--- config.mk ---
export PLATFORM = sky130hd
export DESIGN_NAME = pc6001_mem_arb
export DESIGN_NICKNAME = d
export VERILOG_FILES = /design/src/rtl/pc6001_mem_pkg.sv /design/src/rtl/pc6001_rd_tag_pipe.sv /design/src/rtl/pc6001_mem_arb.sv
export SDC_FILE = /design/constraint.sdc
export NUM_CORES = 1
export LEC_CHECK = 0
export ABC_AREA = 1
export CAP_MARGIN = 20
export CORE_UTILIZATION = 30
export CTS_BUF_LIST = sky130_fd_sc_hd__clkbuf_2 sky130_fd_sc_hd__clkbuf_4 sky130_fd_sc_hd__clkbuf_8
export DETAILED_ROUTE_END_ITERATION = 6
export GPL_TIMING_DRIVEN = 1
export PLACE_DENSITY = 0.69
export SETUP_SLACK_MARGIN = 0.05
export SYNTH_ARGS = -nofsm -noshare
export SYNTH_HDL_FRONTEND = slang
export SYNTH_SLANG_ARGS = --single-unit
--- constraint.sdc ---
create_clock -name clk_sys -period 5.4 [get_ports clk_sys]
set_clock_uncertainty 0.2 [all_clocks]
set_input_delay 1.08 -clock clk_sys [delete_from_list [all_inputs] [get_ports clk_sys]]
set_output_delay 1.08 -clock clk_sys [all_outputs]
set_load 0.01 [all_outputs]
--- src/rtl/pc6001_mem_pkg.sv ---
// Shared types and constants for the PC6001 memory arbiter.
package pc6001_mem_pkg;

    localparam int unsigned DATA_W = 8;
    localparam int unsigned TAG_W  = 2;

    typedef enum logic [TAG_W-1:0] {
        REQ_NONE = 2'd0,
        REQ_VID  = 2'd1,
        REQ_DL   = 2'd2,
        REQ_CPU  = 2'd3
    } req_tag_t;

endpackage

--- src/rtl/pc6001_rd_tag_pipe.sv ---
// Delays the issued-command tag by RD_LAT cycles so it lines up with mem_rdata.
module pc6001_rd_tag_pipe
    import pc6001_mem_pkg::*;
#(
    parameter int unsigned RD_LAT = 1
) (
    input  logic     clk_sys,
    input  logic     reset_n,
    input  req_tag_t push_tag,
    output req_tag_t pop_tag
);

    req_tag_t stage [RD_LAT];

    always_ff @(posedge clk_sys) begin
        if (!reset_n) begin
            for (int unsigned i = 0; i < RD_LAT; i++) begin
                stage[i] <= REQ_NONE;
            end
        end else begin
            stage[0] <= push_tag;
            for (int unsigned i = 1; i < RD_LAT; i++) begin
                stage[i] <= stage[i-1];
            end
        end
    end

    assign pop_tag = stage[RD_LAT-1];

endmodule

--- src/rtl/pc6001_mem_arb.sv ---
// Three-way arbiter (video, download, CPU) for one single-port synchronous byte memory,
// with CPU anti-starvation and a tagged read-return pipeline.
module pc6001_mem_arb
    import pc6001_mem_pkg::*;
#(
    parameter int unsigned AW           = 16,
    parameter int unsigned RD_LAT       = 1,
    parameter int unsigned STARVE_LIMIT = 8
) (
    input  logic              clk_sys,
    input  logic              reset_n,
    input  logic              vid_req,
    input  logic [AW-1:0]     vid_addr,
    output logic              vid_ack,
    output logic              vid_rvalid,
    output logic [DATA_W-1:0] vid_rdata,
    input  logic              cpu_req,
    input  logic              cpu_we,
    input  logic [AW-1:0]     cpu_addr,
    input  logic [DATA_W-1:0] cpu_wdata,
    output logic              cpu_ack,
    output logic              cpu_rvalid,
    output logic [DATA_W-1:0] cpu_rdata,
    input  logic              dl_active,
    input  logic              dl_req,
    input  logic [AW-1:0]     dl_addr,
    input  logic [DATA_W-1:0] dl_wdata,
    output logic              dl_ack,
    output logic              mem_ce,
    output logic              mem_we,
    output logic [AW-1:0]     mem_addr,
    output logic [DATA_W-1:0] mem_wdata,
    input  logic [DATA_W-1:0] mem_rdata
);

    localparam int unsigned CNT_W = $clog2(STARVE_LIMIT + 1);

    logic [CNT_W-1:0]  starve_cnt;
    logic [CNT_W-1:0]  starve_nxt;
    logic              vid_elig;
    logic              dl_elig;
    logic              cpu_elig;
    req_tag_t          grant;
    req_tag_t          cmd_tag;
    req_tag_t          pop_tag;
    logic [DATA_W-1:0] vid_hold;
    logic [DATA_W-1:0] cpu_hold;

    // A requester acked this cycle is still holding req; masking it avoids a double grant.
    always_comb begin
        vid_elig = vid_req && !vid_ack;
        dl_elig  = dl_req  && !dl_ack;
        cpu_elig = cpu_req && !cpu_ack && !dl_active;
    end

    // Winner selection and starvation counter update.
    always_comb begin
        grant      = REQ_NONE;
        starve_nxt = starve_cnt;
        if (cpu_elig && (starve_cnt == CNT_W'(STARVE_LIMIT))) begin
            grant = REQ_CPU;
        end else if (vid_elig) begin
            grant = REQ_VID;
        end else if (dl_elig) begin
            grant = REQ_DL;
        end else if (cpu_elig) begin
            grant = REQ_CPU;
        end

        if (!cpu_elig || (grant == REQ_CPU)) begin
            starve_nxt = '0;
        end else if ((grant != REQ_NONE) && (starve_cnt != CNT_W'(STARVE_LIMIT))) begin
            starve_nxt = starve_cnt + CNT_W'(1);
        end
    end

    // Registered grant: ack, memory command and read tag all appear one cycle after sampling.
    always_ff @(posedge clk_sys) begin
        if (!reset_n) begin
            vid_ack    <= 1'b0;
            dl_ack     <= 1'b0;
            cpu_ack    <= 1'b0;
            mem_ce     <= 1'b0;
            mem_we     <= 1'b0;
            mem_addr   <= '0;
            mem_wdata  <= '0;
            starve_cnt <= '0;
            cmd_tag    <= REQ_NONE;
        end else begin
            vid_ack    <= (grant == REQ_VID);
            dl_ack     <= (grant == REQ_DL);
            cpu_ack    <= (grant == REQ_CPU);
            mem_ce     <= (grant != REQ_NONE);
            starve_cnt <= starve_nxt;
            cmd_tag    <= ((grant == REQ_VID) || ((grant == REQ_CPU) && !cpu_we)) ? grant : REQ_NONE;
            case (grant)
                REQ_VID: begin
                    mem_we   <= 1'b0;
                    mem_addr <= vid_addr;
                end
                REQ_DL: begin
                    mem_we    <= 1'b1;
                    mem_addr  <= dl_addr;
                    mem_wdata <= dl_wdata;
                end
                REQ_CPU: begin
                    mem_we    <= cpu_we;
                    mem_addr  <= cpu_addr;
                    mem_wdata <= cpu_wdata;
                end
                default: ;
            endcase
        end
    end

    pc6001_rd_tag_pipe #(
        .RD_LAT (RD_LAT)
    ) u_tag_pipe (
        .clk_sys  (clk_sys),
        .reset_n  (reset_n),
        .push_tag (cmd_tag),
        .pop_tag  (pop_tag)
    );

    assign vid_rvalid = (pop_tag == REQ_VID);
    assign cpu_rvalid = (pop_tag == REQ_CPU);

    // Last returned byte per requester, held between returns.
    always_ff @(posedge clk_sys) begin
        if (!reset_n) begin
            vid_hold <= '0;
            cpu_hold <= '0;
        end else begin
            if (vid_rvalid) vid_hold <= mem_rdata;
            if (cpu_rvalid) cpu_hold <= mem_rdata;
        end
    end

    assign vid_rdata = vid_rvalid ? mem_rdata : vid_hold;
    assign cpu_rdata = cpu_rvalid ? mem_rdata : cpu_hold;

endmodule

==> summary.txt, run 1 <==
Clock tree
  • PostCTS Resize Cnt: 0
  • CTS HTree Levels: 2
  • TritonCTS sink count: 53
  • CTS Root Buffer Type: clkbuf_8
  • Total setup buffers inserted after CTS: 0
  • Number of clock buffers inserted by TritonCTS: 5
  • Clock tree from TritonCTS: yes
  • Buffer depth of the longest clock path: 2
  • Clock Pin Slew Worst Setup and Hold Paths: around 0.10 ns
  • Clock latency at the later pin of the worst-skew pair: 0.31 ns
  • Number of buffers inserted for hold repair after clock tree synthesis: 0

Placement
  • Number of I/O port buffers: between 100 and 150
  • Placed wire-length estimate after detailed placement: 5340 um
  • Final estimated routing congestion in global placement: 0.766

STA
  • Setup repair after global routing missed its margin: no
  • Number of setup violations in the final report: 0
  • Final worst path period share: 0.666
  • Slew at the pin closest to its max-slew limit: between 0.7 and 0.8 ns
  • Relative slew slack: 0.508
  • Final-report max-slew violation count: 0
  • TNS Setup: 0 ns
  • Final period demand of the worst path: about 3.6 ns
  • Peak clock frequency supported by timing: 278 MHz
  • Total count of hold-check failures in the final report: 0

Detailed routing
  • Met2 wire length: about 3600 um
  • Routed Antenna Nets: 0
  • Drt initial violations: approximately 110
  • Total DRC errors in the routed layout: 0
  • Uppermost signal routing layer after detailed routing: met4
  • Routed wire length: ~7300 um
  • Met1 wire length: around 3200 um
  • WL/cell: between 10 and 15 um
  • Sum of met3 wire segment lengths after detailed routing: approximately 400 um
  • Drt pass-1 iters: 4
  • Vias per Instance: around 4.6
  • Total via count in the routed design: between 2k and 3k

Floorplanning
  • Number of placement rows: 33
  • Starting density of the core: 0.311
  • Die Width: approximately 95 um
  • Floorplan die area: 8940 um2
  • Floorplan die height: approximately 95 um
  • Floorplan Core Area: slightly above 8000 um2
  • I/O pins: roughly 130

Setup path
  • CP Data Required Time: 4.12 ns
  • Endpoint class of the critical path: output port
  • Type of origin of the critical path: input pin
  • Reg-to-reg slack, setup: between 2 and 3 ns
  • Crit Path Class: in2out
  • Crit path DAT: about 2.3 ns
  • Crit path max fanout: 2

Layout
  • Proportion of layout cells with a drive suffix above 1: 0.108
  • Final #Nets: approximately 560
  • Number of inserted diodes: 0
  • Final core utilization: 0.480
  • Syn-to-layout area delta: 54.4%

GRT
  • Vias in the first global route: about 2.5k
  • Overall overflow remaining after global route: 0
  • First-pass GRT wire length: around 12000 um
  • Overall global routing resource usage: 0.166
  • Pin count of the biggest net entering global routing: 38
  • Antenna violations before repair: 0

Yosys
  • Post-synthesis instance total: 365
  • Portion of the post-synthesis area used by sequential elements: 0.413
  • Cell variety after synth: 25
  • Mean area per synthesized cell: roughly 7.0 um2
  • Syn_nets: about 450
  • Synth Cell Area: 2570 um2
  • Yosys Warn Count: 0
  • Library cell with the largest summed area after synthesis: dfxtp_1
  • Top cell type's share of synthesized area: 0.413
  • Flip-flop and latch count after synthesis: 53
  • Most area-consuming cells after synthesis: dfxtp_1 (41%), nand3_1 (9.7%), nor2_1 (9.1%)

Hold path
  • HP Class: reg2reg

Power
  • Total power density per cell area: approximately 230 nW/um2
  • Leak pwr: 1.83 nW
  • IR drop worst, VDD: roughly 0.11 mV

Status
  • Result of the run: complete, no violations

Job
  • Number of maximum-capacitance constraint violations: 0
## Yosys cell counts (all sizes together)
| library cell | number |
|---|---|
| dfxtp | 53 |
| a21oi | 4 |
| nand2 | 36 |
| a31oi | 1 |
| ha | 2 |
| o22ai | 1 |
| nand4 | 17 |
| clkbuf | 5 |
| nand3 | 52 |
| buf | 11 |
| xor2 | 1 |
| inv | 53 |
| or2 | 16 |
| nor2 | 78 |
| o21ai | 35 |
## registers in the layout (all words and copies together) (netlist names), 2 cells and up
name              flops
mem_addr             16
cpu_hold              8
mem_wdata             8
vid_hold              8
u_tag_pipe.stage      2
starve_cnt            4
cmd_tag               2
## where the power goes
part	switching, mW	total (mW)	internal [mW]	leakage [nW]
Combinational	0.109	0.241	0.132	1.35
Sequential	0.0125	0.431	0.418	0.436
Clock	0.137	0.230	0.0939	0.0447
Total	0.258	0.903	0.645	1.83
## through the flow
stage | setup WS, ns | cell area [um2] | cells | hold WS, ns | total power, mW
2_1_floorplan | 2.76 | 2570 | 365 | 0.190 | 0.549
5_1_grt | 1.62 | 3970 | 588 | 0.257 | 0.958
4_1_cts | 1.80 | 3970 | 588 | 0.226 | 0.916
6_report | 1.80 | 3970 | 588 | 0.224 | 0.903
3_5_place_dp | 1.81 | 3870 | 580 | 0.200 | 0.682
3_3_place_gp | 1.83 | 3870 | 580 | 0.197 | 0.679
## cell type report
| type | count | area (um2) |
|---|---|---|
| Clock inverter | 3 | 25.0 |
| Fill cell | 847 | 4290 |
| Sequential cell | 53 | 1060 |
| Inverter | 53 | 199 |
| Clock buffer | 5 | 68.8 |
| Timing Repair Buffer | 126 | 1260 |
| Tap cell | 105 | 131 |
| Multi-Input combinational cell | 243 | 1220 |
## worst paths after layout
kind	from	endpoint	cells past startpoint
max reg2reg	starve_cnt[0]	starve_cnt[1]	9
min	cmd_tag[1]	u_tag_pipe.stage[0][1]	2
min reg2reg	cmd_tag[1]	u_tag_pipe.stage[0][1]	2
max	mem_rdata[0]	vid_rdata[0]	4
## critical path, cell delays in order
cell,delay [ns]
clkdlybuf4s50_1,0.42
o21ai_0,0.28
inv_1,0.07
clkdlybuf4s50_1,0.47
## cells by family after synthesis
family | share of synthesized area
buf+inv | 0.111
flops | 0.413
fa+ha+maj | 0.00974
xor+xnor | 0.00341
compound gates | 0.0808
simple gates | 0.382
## cells in the final DEF (no fill, tap or decap), types with 3 or more instances in the layout
cell,Yosys,final
nor2_2,15,15
nand3_1,50,50
or2_2,16,16
inv_2,3,3
o21ai_0,33,33
inv_1,50,50
nand2_2,4,4
dfxtp_1,53,53
a21oi_1,4,4
clkbuf_8,0,5
nand2_1,30,30
nor2_1,62,62
clkdlybuf4s50_1,0,125
nand4_1,17,17
## routing by layer
metal / track usage / up-vias
li1: - / 1398
met1: 0.199 / 1210
met2: 0.294 / 70
met3: 0.0403 / 9
met4: 0.0417 / 0
met5: 0 / -
No activity file was read; power rests on OpenSTA's default activity.
==> run 2: changes to the inputs <==
Clock period 5.4 ns to 3.4 ns, I/O delays scaled along.
==> run 2 against run 1 <==
Compared with the run above: sequential cell count unchanged; register-to-register slack got worse by 1.7 ns; first-iteration DRC count increased by 11%; critical path type is now reg2out; largest power group unchanged.
==> summary.txt, run 2 (same netlist as run 1, synthesis figures left out) <==
GRT
  • Met2 Usage GRT: 0.290
  • Pin count of the biggest net entering global routing: 24
  • Antenna violations before repair: 0
  • Routing usage on met1: 0.200
  • Overall overflow remaining after global route: 0
  • Layer with the highest usage after global routing: met2
  • Overall global routing resource usage: 0.165
  • GR met3 Demand/Resource: 0.0354
  • First-pass GRT wire length: roughly 12000 um
  • Vias in the first global route: roughly 2.5k

Job
  • Number of maximum-capacitance constraint violations: 0

Setup path
  • CP Data Required Time: 2.52 ns
  • Crit path DAT: ~2.2 ns
  • Depth of the most critical reg-to-reg path: 9
  • Reg-to-reg slack, setup: 1.24 ns
  • Crit path max fanout: 10
  • Crit Path Class: reg2out
  • Cell class contributing the biggest share of worst-path delay: buffers and inverters
  • Critical path cell sequence: inv_1 > nor2_1 > inv_1 > o21ai_0 > inv_1 > clkdlybuf4s50_1
  • Crit-path slowest cell: clkdlybuf4s50_1
  • Type of origin of the critical path: flop
  • Cell repeated most along the worst path: inv_1
  • Combined buffer and inverter count along the critical path: 4
  • FF-to-FF End: starve_cnt[3]
  • Reg2Reg Launch Point: starve_cnt[0]
  • Crit path largest cell delay: about 0.5 ns
  • Endpoint class of the critical path: output port

Detailed routing
  • Total DRC errors in the routed layout: 0
  • Total via count in the routed design: roughly 2.7k
  • Routed wire length: approximately 7300 um
  • Drt initial violations: approximately 120
  • WL/cell: about 12 um
  • Drt pass-1 iters: 4
  • Vias per Instance: roughly 4.5
  • Routed Antenna Nets: 0

STA
  • Final worst path period share: 0.899
  • Peak clock frequency supported by timing: 327 MHz
  • Slew at the pin closest to its max-slew limit: about 0.47 ns
  • TNS Setup: 0 ns
  • Final period demand of the worst path: ~3 ns
  • Total count of hold-check failures in the final report: 0
  • Setup repair after global routing missed its margin: no
  • Final-report max-slew violation count: 0
  • Number of setup violations in the final report: 0
  • Relative slew slack: 0.682

Power
  • P_sw: approximately 0.41 mW
  • IR drop worst, VDD: around 0.15 mV
  • Total power density per cell area: ~360 nW/um2
  • Leak pwr: 1.85 nW
  • Proportion of power drawn by combinational gates: 0.269
  • Internal power: a little over 1 mW
  • Fraction of power consumed by sequential logic: 0.475
  • Clock power frac: 0.256
  • Switch share: 0.287

Clock tree
  • Number of clock buffers inserted by TritonCTS: 5
  • Clock latency at the later pin of the worst-skew pair: approximately 0.31 ns
  • TritonCTS sink count: 53
  • Buffer depth of the longest clock path: 2
  • CTS Root Buffer Type: clkbuf_8
  • Clock tree from TritonCTS: yes
  • Clock Pin Slew Worst Setup and Hold Paths: 0.09 ns
  • CTS HTree Levels: 2
  • Number of buffers inserted for hold repair after clock tree synthesis: 0
  • Total setup buffers inserted after CTS: 0
  • PostCTS Resize Cnt: 0

Layout
  • Most common cell after layout, fill and taps aside: clkdlybuf4s50_1
  • Number of inserted diodes: 0
  • Final #Nets: roughly 570
  • Most flops, register: mem_addr
  • Syn-to-layout area delta: 55.3%
  • Final design area excluding fillers: roughly 4000 um2
  • Flip-flop count of the largest register, all copies and words added: 16
  • Leading cell types in the layout, fill and taps excluded: clkdlybuf4s50_1 (125), nor2_1 (62), dfxtp_1 (53), inv_1 (50), nand3_1 (50)
  • Proportion of layout cells with a drive suffix above 1: 0.113

Hold path
  • Hold Path Origin: cmd_tag[0]
  • Worst hold path stage count: 2
  • Capture endpoint of the worst hold path: u_tag_pipe.stage[0][0]
  • HP Class: reg2reg

Placement
  • Placed cell area: between 3000 and 4000 um2
  • Final estimated routing congestion in global placement: about 0.84
  • Number of I/O port buffers: approximately 130
  • Placed wire-length estimate after detailed placement: approximately 5500 um

Floorplanning
  • Floorplan die area: approximately 9000 um2
  • Starting density of the core: 0.311
  • Floorplan Core Area: approximately 8300 um2
  • Number of placement rows: 33
  • Die Width: approximately 95 um
  • Floorplan die height: between 90 and 100 um
  • I/O pins: 126

Status
  • Result of the run: complete, no violations
-- run 2: changes by cell type in the layout (fill, tap and decap cells not counted), sizes merged --
cell and delta:
buf +3, clkinv -1, inv +1
-- run 2: layout make-up --
cell class / count / area [um2]
inverters: 53 / 199
clock buffers: 5 / 68.8
flip-flops and latches: 53 / 1060
well taps: 105 / 131
repair buffers: 129 / 1280
clock inverters: 3 / 25.0
fillers: 829 / 4270
multi-input cells: 243 / 1220
-- run 2: worst max-delay path by stage --
stage	start	endpoint	slack, ns	cells after the start
finish	u_tag_pipe.stage[0][0]	vid_rdata[1]	0.34	6
global route	u_tag_pipe.stage[0][0]	vid_rdata[1]	0.10	6
CTS	u_tag_pipe.stage[0][0]	vid_rdata[1]	0.29	6
detailed placement	vid_req	starve_cnt[3]	0.49	9
global placement	vid_req	starve_cnt[1]	0.56	9
floorplan	u_tag_pipe.stage[0][0]	vid_rdata[0]	1.36	5
-- run 2: routing by layer --
metal | vias up | part of all wire
li1 | 1407 | -
met1 | 1188 | 0.43
met2 | 78 | 0.50
met3 | 10 | 0.052
met4 | 0 | 0.012
met5 | - | 0
-- run 2: per-stage QoR --
stage                     instances   util  worst slack, ns  total power [mW]  hold WS [ns]
final                           591  0.483            0.342              1.44         0.232
after floorplan                 365      -             1.36             0.872         0.190
after CTS                       591  0.483            0.290              1.46         0.236
after global placement          583  0.472            0.556              1.08         0.196
after detailed placement        583  0.472            0.494              1.09         0.212
after global routing            591  0.483            0.103              1.52         0.248
-- run 2: worst reg2reg max path: stages (launching register included) --
cell	delay, ns
dfxtp_1	0.39
inv_1	0.08
ha_1	0.20
nand2_1	0.08
nor2_2	0.04
nand2_2	0.28
nand3_4	0.17
nand2_4	0.29
nand3_1	0.20
a21oi_1	0.16
-- run 2: power groups by stage --
| stage | clock, mW | sequential (mW) | combinational [mW] |
|---|---|---|---|
| global placement | 0 | 0.698 | 0.384 |
| finish | 0.369 | 0.684 | 0.388 |
| floorplan | 0 | 0.713 | 0.159 |
| detailed placement | 0 | 0.698 | 0.388 |
| global route | 0.409 | 0.690 | 0.425 |
| CTS | 0.385 | 0.685 | 0.390 |
==> run 3: changes to the inputs <==
Settings changed: GPL_TIMING_DRIVEN 1 to unset, TNS_END_PERCENT set to 1.
==> results of run 3 <==
Final layout, timing and power as in run 2 (identical DEF).
